## src/rtl/async_fifo_rd_stream_if.sv

```systemverilog
// Handshake bundle between the async FIFO read port, the read-stream stage and its sink.
// master: the stage's view; slave: the FIFO/sink environment's view.
interface async_fifo_rd_stream_if #(
   parameter int unsigned DSIZE = 8
);
   logic             flush;
   logic             rempty;
   logic [DSIZE-1:0] rdata;
   logic             rinc;
   logic             m_valid;
   logic             m_ready;
   logic [DSIZE-1:0] m_data;

   modport master (
      input  flush,
      input  rempty,
      input  rdata,
      input  m_ready,
      output rinc,
      output m_valid,
      output m_data
   );

   modport slave (
      output flush,
      output rempty,
      output rdata,
      output m_ready,
      input  rinc,
      input  m_valid,
      input  m_data
   );
endinterface

```

## src/rtl/async_fifo_rd_stream.sv

```systemverilog
// Read-domain output stage: pops a show-ahead FIFO into a 2-entry registered valid/ready stream.
// Define ASYNC_FIFO_RD_STREAM_COUNT_EN to add the 16-bit delivered-beat counter m_count.
module async_fifo_rd_stream #(
   parameter int unsigned DSIZE = 8
) (
   input  logic                          rclk,
   input  logic                          rrst,
   async_fifo_rd_stream_if.master        bus
`ifdef ASYNC_FIFO_RD_STREAM_COUNT_EN
   ,
   output logic [15:0]                   m_count
`endif
);

   typedef enum logic [1:0] {
      StEmpty = 2'd0,
      StOne   = 2'd1,
      StFull  = 2'd2
   } cnt_e;

   cnt_e             cnt_q, cnt_d;
   logic [DSIZE-1:0] head_q, head_d;
   logic [DSIZE-1:0] tail_q, tail_d;
   logic             push;
   logic             pop;

   // rinc looks only at registered state and FIFO/flush inputs, never at m_ready.
   assign push        = !bus.rempty && (cnt_q != StFull) && !bus.flush;
   assign pop         = bus.m_valid && bus.m_ready;
   assign bus.rinc    = push;
   assign bus.m_valid = (cnt_q != StEmpty);
   assign bus.m_data  = head_q;

   always_comb begin
      cnt_d  = cnt_q;
      head_d = head_q;
      tail_d = tail_q;
      if (bus.flush) begin
         cnt_d = StEmpty;
      end else begin
         unique case (cnt_q)
            StEmpty: begin
               if (push) begin
                  cnt_d  = StOne;
                  head_d = bus.rdata;
               end
            end
            StOne: begin
               if (push && !pop) begin
                  cnt_d  = StFull;
                  tail_d = bus.rdata;
               end else if (pop && !push) begin
                  cnt_d = StEmpty;
               end else if (push && pop) begin
                  head_d = bus.rdata;
               end
            end
            StFull: begin
               if (pop) begin
                  cnt_d  = StOne;
                  head_d = tail_q;
               end
            end
            default: cnt_d = StEmpty;
         endcase
      end
   end

   always_ff @(posedge rclk or posedge rrst) begin
      if (rrst) begin
         cnt_q  <= StEmpty;
         head_q <= '0;
         tail_q <= '0;
      end else begin
         cnt_q  <= cnt_d;
         head_q <= head_d;
         tail_q <= tail_d;
      end
   end

`ifdef ASYNC_FIFO_RD_STREAM_COUNT_EN
   logic [15:0] count_q, count_d;

   // Counts accepted beats even in a flush cycle; only reset clears it.
   always_comb begin
      count_d = count_q;
      if (pop) begin
         count_d = count_q + 16'd1;
      end
   end

   always_ff @(posedge rclk or posedge rrst) begin
      if (rrst) begin
         count_q <= '0;
      end else begin
         count_q <= count_d;
      end
   end

   assign m_count = count_q;
`endif

endmodule
```

## src/flat_wrapper.sv

```systemverilog
// flat-port wrapper written by rule: the top's interface ports become plain ports
module async_fifo_rd_stream_flat 
#(
   parameter int unsigned DSIZE = 8
)
  (rclk, rrst, bus_flush, bus_rempty, bus_rdata, bus_m_ready, bus_rinc, bus_m_valid, bus_m_data);
  async_fifo_rd_stream_if #(.DSIZE(DSIZE)) bus_i ();
  input  logic rclk;
  input  logic rrst;
  input wire logic [$bits(bus_i.flush)-1:0] bus_flush;
  input wire logic [$bits(bus_i.rempty)-1:0] bus_rempty;
  input wire logic [$bits(bus_i.rdata)-1:0] bus_rdata;
  input wire logic [$bits(bus_i.m_ready)-1:0] bus_m_ready;
  output wire logic [$bits(bus_i.rinc)-1:0] bus_rinc;
  output wire logic [$bits(bus_i.m_valid)-1:0] bus_m_valid;
  output wire logic [$bits(bus_i.m_data)-1:0] bus_m_data;
  assign bus_i.flush = bus_flush;
  assign bus_i.rempty = bus_rempty;
  assign bus_i.rdata = bus_rdata;
  assign bus_i.m_ready = bus_m_ready;
  assign bus_rinc = bus_i.rinc;
  assign bus_m_valid = bus_i.m_valid;
  assign bus_m_data = bus_i.m_data;
  async_fifo_rd_stream #(.DSIZE(DSIZE)) u_core (.rclk(rclk), .rrst(rrst), .bus(bus_i));
endmodule
```

## config.mk

```make
export PLATFORM = sky130hd
export DESIGN_NAME = async_fifo_rd_stream_flat
export DESIGN_NICKNAME = d
export VERILOG_FILES = /design/src/rtl/async_fifo_rd_stream_if.sv /design/src/rtl/async_fifo_rd_stream.sv /design/src/flat_wrapper.sv
export SDC_FILE = /design/constraint.sdc
export NUM_CORES = 1
export LEC_CHECK = 0
export BUFFER_PORTS_ARGS = -buffer_cell sky130_fd_sc_hd__buf_4
export CAP_MARGIN = 10
export CORE_MARGIN = 5
export CORE_UTILIZATION = 46
export CTS_CLUSTER_DIAMETER = 40
export CTS_CLUSTER_SIZE = 12
export DETAILED_ROUTE_END_ITERATION = 8
export GPL_ROUTABILITY_DRIVEN = 0
export PLACE_DENSITY = 0.78
export SYNTH_ARGS = -nofsm -noshare
export SYNTH_HDL_FRONTEND = slang
export SYNTH_SLANG_ARGS = --single-unit
```

## constraint.sdc

```tcl
create_clock -name rclk -period 4.6 [get_ports rclk]
set_input_delay 0.69 -clock rclk [delete_from_list [all_inputs] [get_ports rclk]]
set_output_delay 0.69 -clock rclk [all_outputs]
set_load 0.02 [all_outputs]
```

Word-level counts from Yosys, hierarchy flattened:

Cells that the tools add are included.

* register bits: 18
* output and inout port bits: 10

* equal/unequal tests: 11
* multiplexer cells: 12
* bitwise operators: 1
* reductions and logical operators: 16

Operators with widths (number)
* $mux W8: 5
* $pmux W8 S3: 1
* $mux W2: 5
* $reduce_and A7 Y1: 1
* $logic_and A1 B1 Y1: 6
* $ne A2 B1 Y1 const B: 3
* $ne A2 B2 Y1 const B: 3
* $ne A3 B2 Y1 const B: 2
* $pmux W2 S3: 1
* $reduce_and A3 Y1: 2
* $logic_not A1 Y1: 4
* $ne A4 B2 Y1 const B: 1
* $reduce_bool A3 Y1: 1
* $eq A2 B1 Y1 const B: 1
* $eq A2 B2 Y1 const B: 1
* $logic_not A2 Y1: 1
* $reduce_bool A2 Y1: 1
* $not A1 Y1: 1

Logic depth before layout (Yosys ltp):

Gate-level depths: netlist of run 1.

* depth in word-level cells: 9
* gate-level depth with buffers: 9

Least setup slack after synthesis of run 1:

No wires, ideal clock.

* path type: input-to-reg
* start: input port bus_rempty
* end: register u_core.tail_q[0]
* setup time: 0.125 ns
* data arrival time: 2.136 ns
* data required time: 4.475 ns
* slack: 2.339 ns
* stages on the path: 6
* buffers on the path: 1
* cell sequence: or3_1 inv_1 ha_1 and3_2 buf_2 mux2_2

* longest elaborated chain between the ends: 5

RTL lines
* from (decl): RTL line flat_wrapper.sv:11 `input wire logic [$bits(bus_i.rempty)-1:0] bus_rempty;`
* $logic_not A1 Y1: RTL line async_fifo_rd_stream.sv:28 `assign push = !bus.rempty && (cnt_q != StFull) && !bus.flush;`
* $logic_and A1 B1 Y1 (2 in a row): RTL line async_fifo_rd_stream.sv:28
* via bus_rinc: RTL line flat_wrapper.sv:14 `output wire logic [$bits(bus_i.rinc)-1:0] bus_rinc;`
* $logic_and A1 B1 Y1: RTL line async_fifo_rd_stream.sv:49 `if (push && !pop) begin`
* $reduce_and A3 Y1 (no source line)
* to (signal assigned): RTL line async_fifo_rd_stream.sv:77 `tail_q <= tail_d;`
* to (decl): RTL line async_fifo_rd_stream.sv:23 `logic [DSIZE-1:0] tail_q, tail_d;`

The timed path passes the listed nets, and every way through them passes these cells.
A chain may end at the register's enable or synchronous reset.

Worst setup path in the final report of run 1:

* start: register u_core.cnt_q[1]
* end: register u_core.head_q[0] (netlist: u_core.bus.m_data[0])

* longest elaborated chain between the ends: 7

RTL lines
* from (decl): RTL line async_fifo_rd_stream.sv:21 `cnt_e cnt_q, cnt_d;`
* from (signal assigned): RTL line async_fifo_rd_stream.sv:71 `cnt_q <= StEmpty;`
* from (signal assigned): RTL line async_fifo_rd_stream.sv:75 `cnt_q <= cnt_d;`
* $ne A2 B2 Y1: RTL line async_fifo_rd_stream.sv:28
* $logic_and A1 B1 Y1 (2 in a row): RTL line async_fifo_rd_stream.sv:28
* $logic_not A1 Y1: RTL line async_fifo_rd_stream.sv:52 `end else if (pop && !push) begin`
* $logic_and A1 B1 Y1: RTL line async_fifo_rd_stream.sv:52
* $ne A2 B2 Y1 (no source line)
* $reduce_and A7 Y1 (no source line)
* to (signal assigned): RTL line async_fifo_rd_stream.sv:72 `head_q <= '0;`
* to (signal assigned): RTL line async_fifo_rd_stream.sv:76 `head_q <= head_d;`
* to (decl): RTL line async_fifo_rd_stream.sv:22 `logic [DSIZE-1:0] head_q, head_d;`

Parallel ways exist; a longest one is shown, timed or not.

==> impl_results.md, run 1 <==
- Yosys warning count: 0
- Resize count post-CTS: 0
- Largest fanout on the critical path: 10
- Setup-failing EPs final: 0
- H-tree levels: 1
- Global Route met2 Usage: 20.47%
- Largest net degree at the start of global routing: 19
- Met3 GRT Util: 5.630%
- Fillers: 171
- Vias in the first global route: 646
- Die width: 55.14 um
- Top delay family on crit path: simple AND/OR/NAND/NOR gates
- Synth cell types: 18
- WL final: 1687 um
- # rows: 16
- Buf+Inv Stages, Crit Path: 1
- Post-route clock period utilization: 53.97%
- Critical path's largest stage delay: 580 ps
- Post-CTS Hold Buffers: 0
- Tmin final: 2483 ps
- Post-Syn Area: 937.1 um2
- Initial antenna violation count: 0
- Worst-Skew Late Latency: 290 ps
- Slew Viols, Final: 0
- Critical path arrival: 2660 ps
- Root buffer cell: clkbuf_4
- Die footprint: 0.003040 mm2
- First-pass GRT wire length: 2987 um
- Max Fclk: 0.4028 GHz
- Nets@finish: 109
- CTS tree: yes
- Final Hold Viols: 0
- Mean routed wirelength per cell: 14.18 um
- Layout area overhead: 23.36%
- Post-Route Setup TNS: 0 ps
- Total setup buffers inserted after CTS: 0
- Worst Tran Pin Value: 658.2 ps
- Final Instance Area: 0.001156 mm2
- GRT Resource Usage Total: 14.32%
- Starting Density: 48.26%
- CP endpoint kind: register
- Antenna diodes: 0
- Syn Nets: 84
- WS Path Type: register to register
- Dpl hpwl: 1318 um
- CTS max path bufs: 2
- Drt drc: 0
- Core area: 0.001942 mm2
- # IOs: 23
- DRT Pass-1 Iters: 4
- Clock Skew: 0.4815 ps
- Peak VDD IR: 0.2730 mV
- Antenna-violating nets left: 0
- CTS Buf Count: 3
- Met1 Resource Use GR: 18.61%
- Initial DRC Count: 3
- Leak: 0.5642 nW
- Via count: 593
- Clk sinks: 18
- Dpl cell area: 0.001120 mm2
- GRT Residual Overflow: 0
- Worst Path Required: 4780 ps
- Synth Instances: 68
- Layout cells sized above 1: 59.78%
- Status: finished, final reports clean
- Avg Inst Size Synth: 13.78 um2
- Via/cell ratio: 4.983
- RSZ-0062 raised after global routing: false
- Post-synthesis sequential area ratio: 48.06%
- Hold crit path type: primary input to asynchronous set/reset pin
- CP Cell Sequence: nor2b_2 > or3_1 > inv_1 > ha_1 > nor2_1 > nand4_1 > o31ai_4 > mux2_2
- Worst rel slew slack: 56.07%
- I/O Buffers: 22
- Slowest CP cell: nor2b_2
- CP Launch Type: register
- Max cap viols: 0
- Seq cells post-synth: 18
- Total power per unit cell area: 372.2 mW/mm2
- Top Usage Layer GRT: met2
- Reg clk slew, reported paths: 100 ps
- Die H: 55.14 um
-- routing by layer --
metal,vias up,share of wire [%],wire length [um]
met4,0,1.4,24
met2,15,51,866
met3,4,4.9,82
met1,290,42,713
li1,284,-,-
met5,-,0,0
-- cell usage in the layout, fill, tap and decap left out, types with 2 or more instances in the layout --
| cell type | instances |
|---|---|
| dfrtp_1 | 18 |
| mux2_2 | 15 |
| inv_1 | 4 |
| nand2_1 | 2 |
| clkbuf_4 | 3 |
| mux2_4 | 9 |
| nor2_1 | 5 |
| a21oi_1 | 2 |
| buf_4 | 22 |
| ha_1 | 3 |
-- final cells by class --
type                       count  area, um2  area share (%)
multi-input combinational     44      455.4           39.39
sequential                    18      450.4           38.96
timing repair buffer          22      165.2           14.29
clock buffer                   4      36.28           3.139
tap                           27      33.78           2.922
inverter                       4      15.01           1.299
-- cell usage after synthesis, drive strengths merged --
cell / count / area, um2
mux2: 24 / 304.0
dfrtp: 18 / 450.4
nor2: 5 / 18.77
inv: 4 / 15.01
ha: 3 / 37.54
a21oi: 2 / 10.01
buf: 2 / 16.26
nand2: 2 / 7.510
and3: 1 / 7.510
and4bb: 1 / 12.51
nand4: 1 / 6.260
nor2b: 1 / 8.760
o22a: 1 / 8.760
o31ai: 1 / 21.27
or2: 1 / 6.260
or3: 1 / 6.260
-- kinds of logic after synthesis --
logic type	synth area share, %
adder cells (fa/ha/maj)	4.006
multiplexers	32.44
AO/OA/AOI/OAI	4.273
AND/OR/NAND/NOR	7.879
flip-flops	48.06
buffers and inverters	3.337
-- worst paths after layout --
| kind | cells past startpoint | from | end | slack [ps] |
|---|---|---|---|---|
| min | 2 | rrst | u_core.bus.m_data[5] | 490 |
| max reg2reg | 8 | u_core.cnt_q[1] | u_core.bus.m_data[0] | 2120 |
| max in group asynchronous | 2 | rrst | u_core.bus.m_data[2] | 3700 |
| max | 8 | u_core.cnt_q[1] | u_core.bus.m_data[0] | 2120 |
| min reg2reg | 1 | u_core.tail_q[0] | u_core.tail_q[0] | 520 |
| min in group rclk | 1 | u_core.tail_q[0] | u_core.tail_q[0] | 520 |
-- sequential cells by signal, indices dropped and copies added (netlist names) --
| register | flops |
|---|---|
| u_core.tail_q | 8 |
| u_core.bus.m_data | 8 |
| u_core.cnt_q | 2 |
-- worst reg2reg max path: stages (launching register included) --
cell and delay, ps:
dfrtp_1 460, nor2b_2 580, or3_1 220, inv_1 80, ha_1 230, nor2_1 90, nand4_1 150, o31ai_4 170
mux2_2 400
-- power by group --
part	internal, W	leakage [nW]	switching, W
logic	0.0000670	0.323	0.0000509
registers	0.000196	0.220	0.0000211
clock network	0.0000482	0.0210	0.0000475
-- metrics by stage --
step / hold WS, ps / setup WS (ps) / std cells / utilization [%] / power, W
finish: 486.8 / 2117 / 119 / 59.54 / 0.0004304
global route: 514.3 / 1917 / 119 / 59.54 / 0.0004598
CTS: 494.7 / 2100 / 119 / 59.54 / 0.0004375
detailed placement: 497.1 / 2115 / 115 / 57.67 / 0.0003406
global placement: 489.2 / 2188 / 115 / 57.67 / 0.0003356
floorplan: 480.9 / 2339 / 68 / - / 0.0002906
Power figures use the tool's default switching activity.
==> run 2: changes to the inputs <==
Settings changed: ABC_AREA set to 1, PLACE_DENSITY 0.78 to 0.8.
Clock period 4.6 ns to 2.1 ns, I/O delays scaled along.
==> run 2 against run 1 <==
  * Sequential cell count did not move
  * Register-to-register slack got worse by 1900 ps
  * Via count is 47% higher
  * Hold slack lost 400 ps
  * Synthesized area rose by 17%
  * First-iteration DRC count increased to 5.0 times the previous value
  * Clock power is 140% higher
  * Global-route usage fell by 0.14 points
  * Critical path depth increased by 2
  * Sequential power increased by 120%
  * Maximum frequency increased by 35%
  * Critical path type unchanged
  * Highest routed layer unchanged
==> impl_results.md, run 2 <==
- Post-synthesis sequential area ratio: 41.10%
- Dpl hpwl: 1674 um
- Share of the synthesized area in the top cell type: 41.10%
- Slew Viols, Final: 0
- Mean routed wirelength per cell: 11.96 um
- Critical path endpoint: u_core.bus.m_data[4]
- Clk sinks: 18
- H-tree levels: 1
- Synth Instances: 122
- Vias in the first global route: 894
- Largest net degree at the start of global routing: 19
- Via/cell ratio: 4.966
- Seq cells post-synth: 18
- WS Path Type: register to register
- Status: finished, final reports clean
- Antenna-violating nets left: 0
- Worst rel slew slack: 55.32%
- CP Launch Type: register
- GRT Resource Usage Total: 14.18%
- Syn Nets: 138
- # IOs: 23
- Clock Skew: 5.656 ps
- CTS max path bufs: 2
- Cell accounting for the most synthesized area: dfrtp_1
- Post-synth top flop: dfrtp_1
- Starting Density: 49.08%
- Initial DRC Count: 15
- CP Cell Sequence: inv_2 > nand2_2 > nand2_1 > inv_1 > ha_1 > nand3b_1 > nand2_2 > nand2_8 > nand2_2 > nand2_2
- Top delay family on crit path: simple AND/OR/NAND/NOR gates
- Via count: 869
- Total power per unit cell area: 793.6 mW/mm2
- Internal power: 0.0006818 W
- Drt drc: 0
- DRT Pass-1 Iters: 4
- Critical path's largest stage delay: 450 ps
- Die footprint: 0.003459 mm2
- RSZ-0062 raised after global routing: false
- Slowest CP cell: dfrtp_1
- Comb pwr share: 32.3%
- Max Fclk: 0.5442 GHz
- Critical path arrival: 2050 ps
- Total setup buffers inserted after CTS: 0
- Final Hold Viols: 0
- Fin cells: 175
- R2R Path Start: u_core.cnt_q[0]
- Yosys warning count: 0
- Resize count post-CTS: 0
- Die width: 58.82 um
- Avg Inst Size Synth: 8.984 um2
- Layout area overhead: 19.86%
- Nets@finish: 164
- # rows: 17
- Hold slack: 87.55 ps
- Leak: 0.6947 nW
- Root buffer cell: clkbuf_4
- Post-synth EDFFs: 0
- CTS tree: yes
- Die H: 58.82 um
- DP Cell Count: 171
- Reg2Reg Setup Slack: 260 ps
- Tmin final: 1837 ps
- Sw Pwr: 0.0003609 W
- Max cap viols: 0
- Final Core Density: 58.82%
- Antenna diodes: 0
- I/O Buffers: 22
- Worst R2R End: u_core.bus.m_data[4]
- Switch share: 34.61%
- Crit path depth: 10
- Reg2reg path depth: 10
- Layout cells sized above 1: 46.26%
- Synth cell types: 23
- Core area: 0.002233 mm2
- Crit-path most repeated cell: nand2_2
- Worst-Skew Late Latency: 310 ps
- Post-Route Setup TNS: 0 ps
- Post-Syn Area: 0.001096 mm2
- Initial antenna violation count: 0
- GRT Residual Overflow: 0
- CTS Buf Count: 3
- Peak VDD IR: 0.3849 mV
- Post-route clock period utilization: 87.50%
- Main area contributors after synthesis: dfrtp_1 (41%), nand2_2 (14%), nand2_1 (8.2%)
- Sequential share of power: 46.1%
- Commonest non-fill, non-tap cells in the layout: nand2_2 (24), nand2_1 (24), buf_4 (24), dfrtp_1 (18), nand3_1 (13)
- Post-CTS Hold Buffers: 0
- Worst Tran Pin Value: 669.5 ps
- WL final: 2093 um
- Clock power frac: 21.6%
- Synth top cells by count: nand2_1 (24), nand2_2 (24), dfrtp_1 (18)
- Buf+Inv Stages, Crit Path: 2
- Hold crit path type: primary input to asynchronous set/reset pin
- Setup-failing EPs final: 0
- CP endpoint kind: register
- Reg clk slew, reported paths: 110 ps
- Critical path launch point: u_core.cnt_q[0]
- Largest fanout on the critical path: 9
- First-pass GRT wire length: 3753 um
- Ys async rst share: 100.0%
- Worst Path Required: 2310 ps
[run 2: cell count changes after synthesis, sizes merged, moves of 2 or more]
cell / change
a21oi: -2
o21ai: +9
nand2: +50
inv: +9
nand3: +15
mux2: -24
[run 2: stage by stage]
step,instance area [um2],total power [W],setup WS [ps]
floorplan,1096,0.0007035,182.9
global placement,1277,0.0008186,356.0
detailed placement,1277,0.0008295,287.2
CTS,1314,0.001053,263.4
global route,1314,0.001108,105.7
finish,1314,0.001043,262.6
[run 2: logic make-up after synthesis]
family / Yosys count / share of synthesized area, %
simple gates: 74 / 41.32
compound gates: 10 / 6.164
fa+ha+maj: 3 / 3.425
buf+inv: 17 / 7.991
flops: 18 / 41.10
[run 2: worst min-delay path by stage]
| stage | start | to | depth (start not counted) |
|---|---|---|---|
| 2_1_floorplan | rrst | u_core.bus.m_data[0] | 1 |
| 3_3_place_gp | rrst | u_core.tail_q[7] | 2 |
| 3_5_place_dp | rrst | u_core.tail_q[7] | 2 |
| 4_1_cts | rrst | u_core.tail_q[7] | 2 |
| 5_1_grt | rrst | u_core.bus.m_data[7] | 2 |
| 6_report | rrst | u_core.tail_q[7] | 2 |
[run 2: power by group through the flow]
stage	Clock [W]	Combinational, W	Sequential (W)
final	0.000225	0.000336	0.000481
after global routing	0.000245	0.000372	0.000492
after floorplan	0	0.000176	0.000527
after CTS	0.000230	0.000342	0.000481
after global placement	0	0.000332	0.000487
after detailed placement	0	0.000341	0.000488
[run 2: layout make-up]
cell class | instances | area, um2
inverters | 14 | 53.80
multi-input cells | 87 | 558.0
repair buffers | 24 | 180.2
well taps | 28 | 35.03
fillers | 195 | 919.6
clock buffers | 4 | 36.28
flip-flops and latches | 18 | 450.4
[run 2: metal layers]
metal / vias to the layer above / track usage (%) / wire, um
met3: 7 / 3.947 / 103
met2: 19 / 22.08 / 1033
met4: 0 / 8.091 / 53
met1: 412 / 17.48 / 902
li1: 431 / - / -
met5: - / 0 / 0
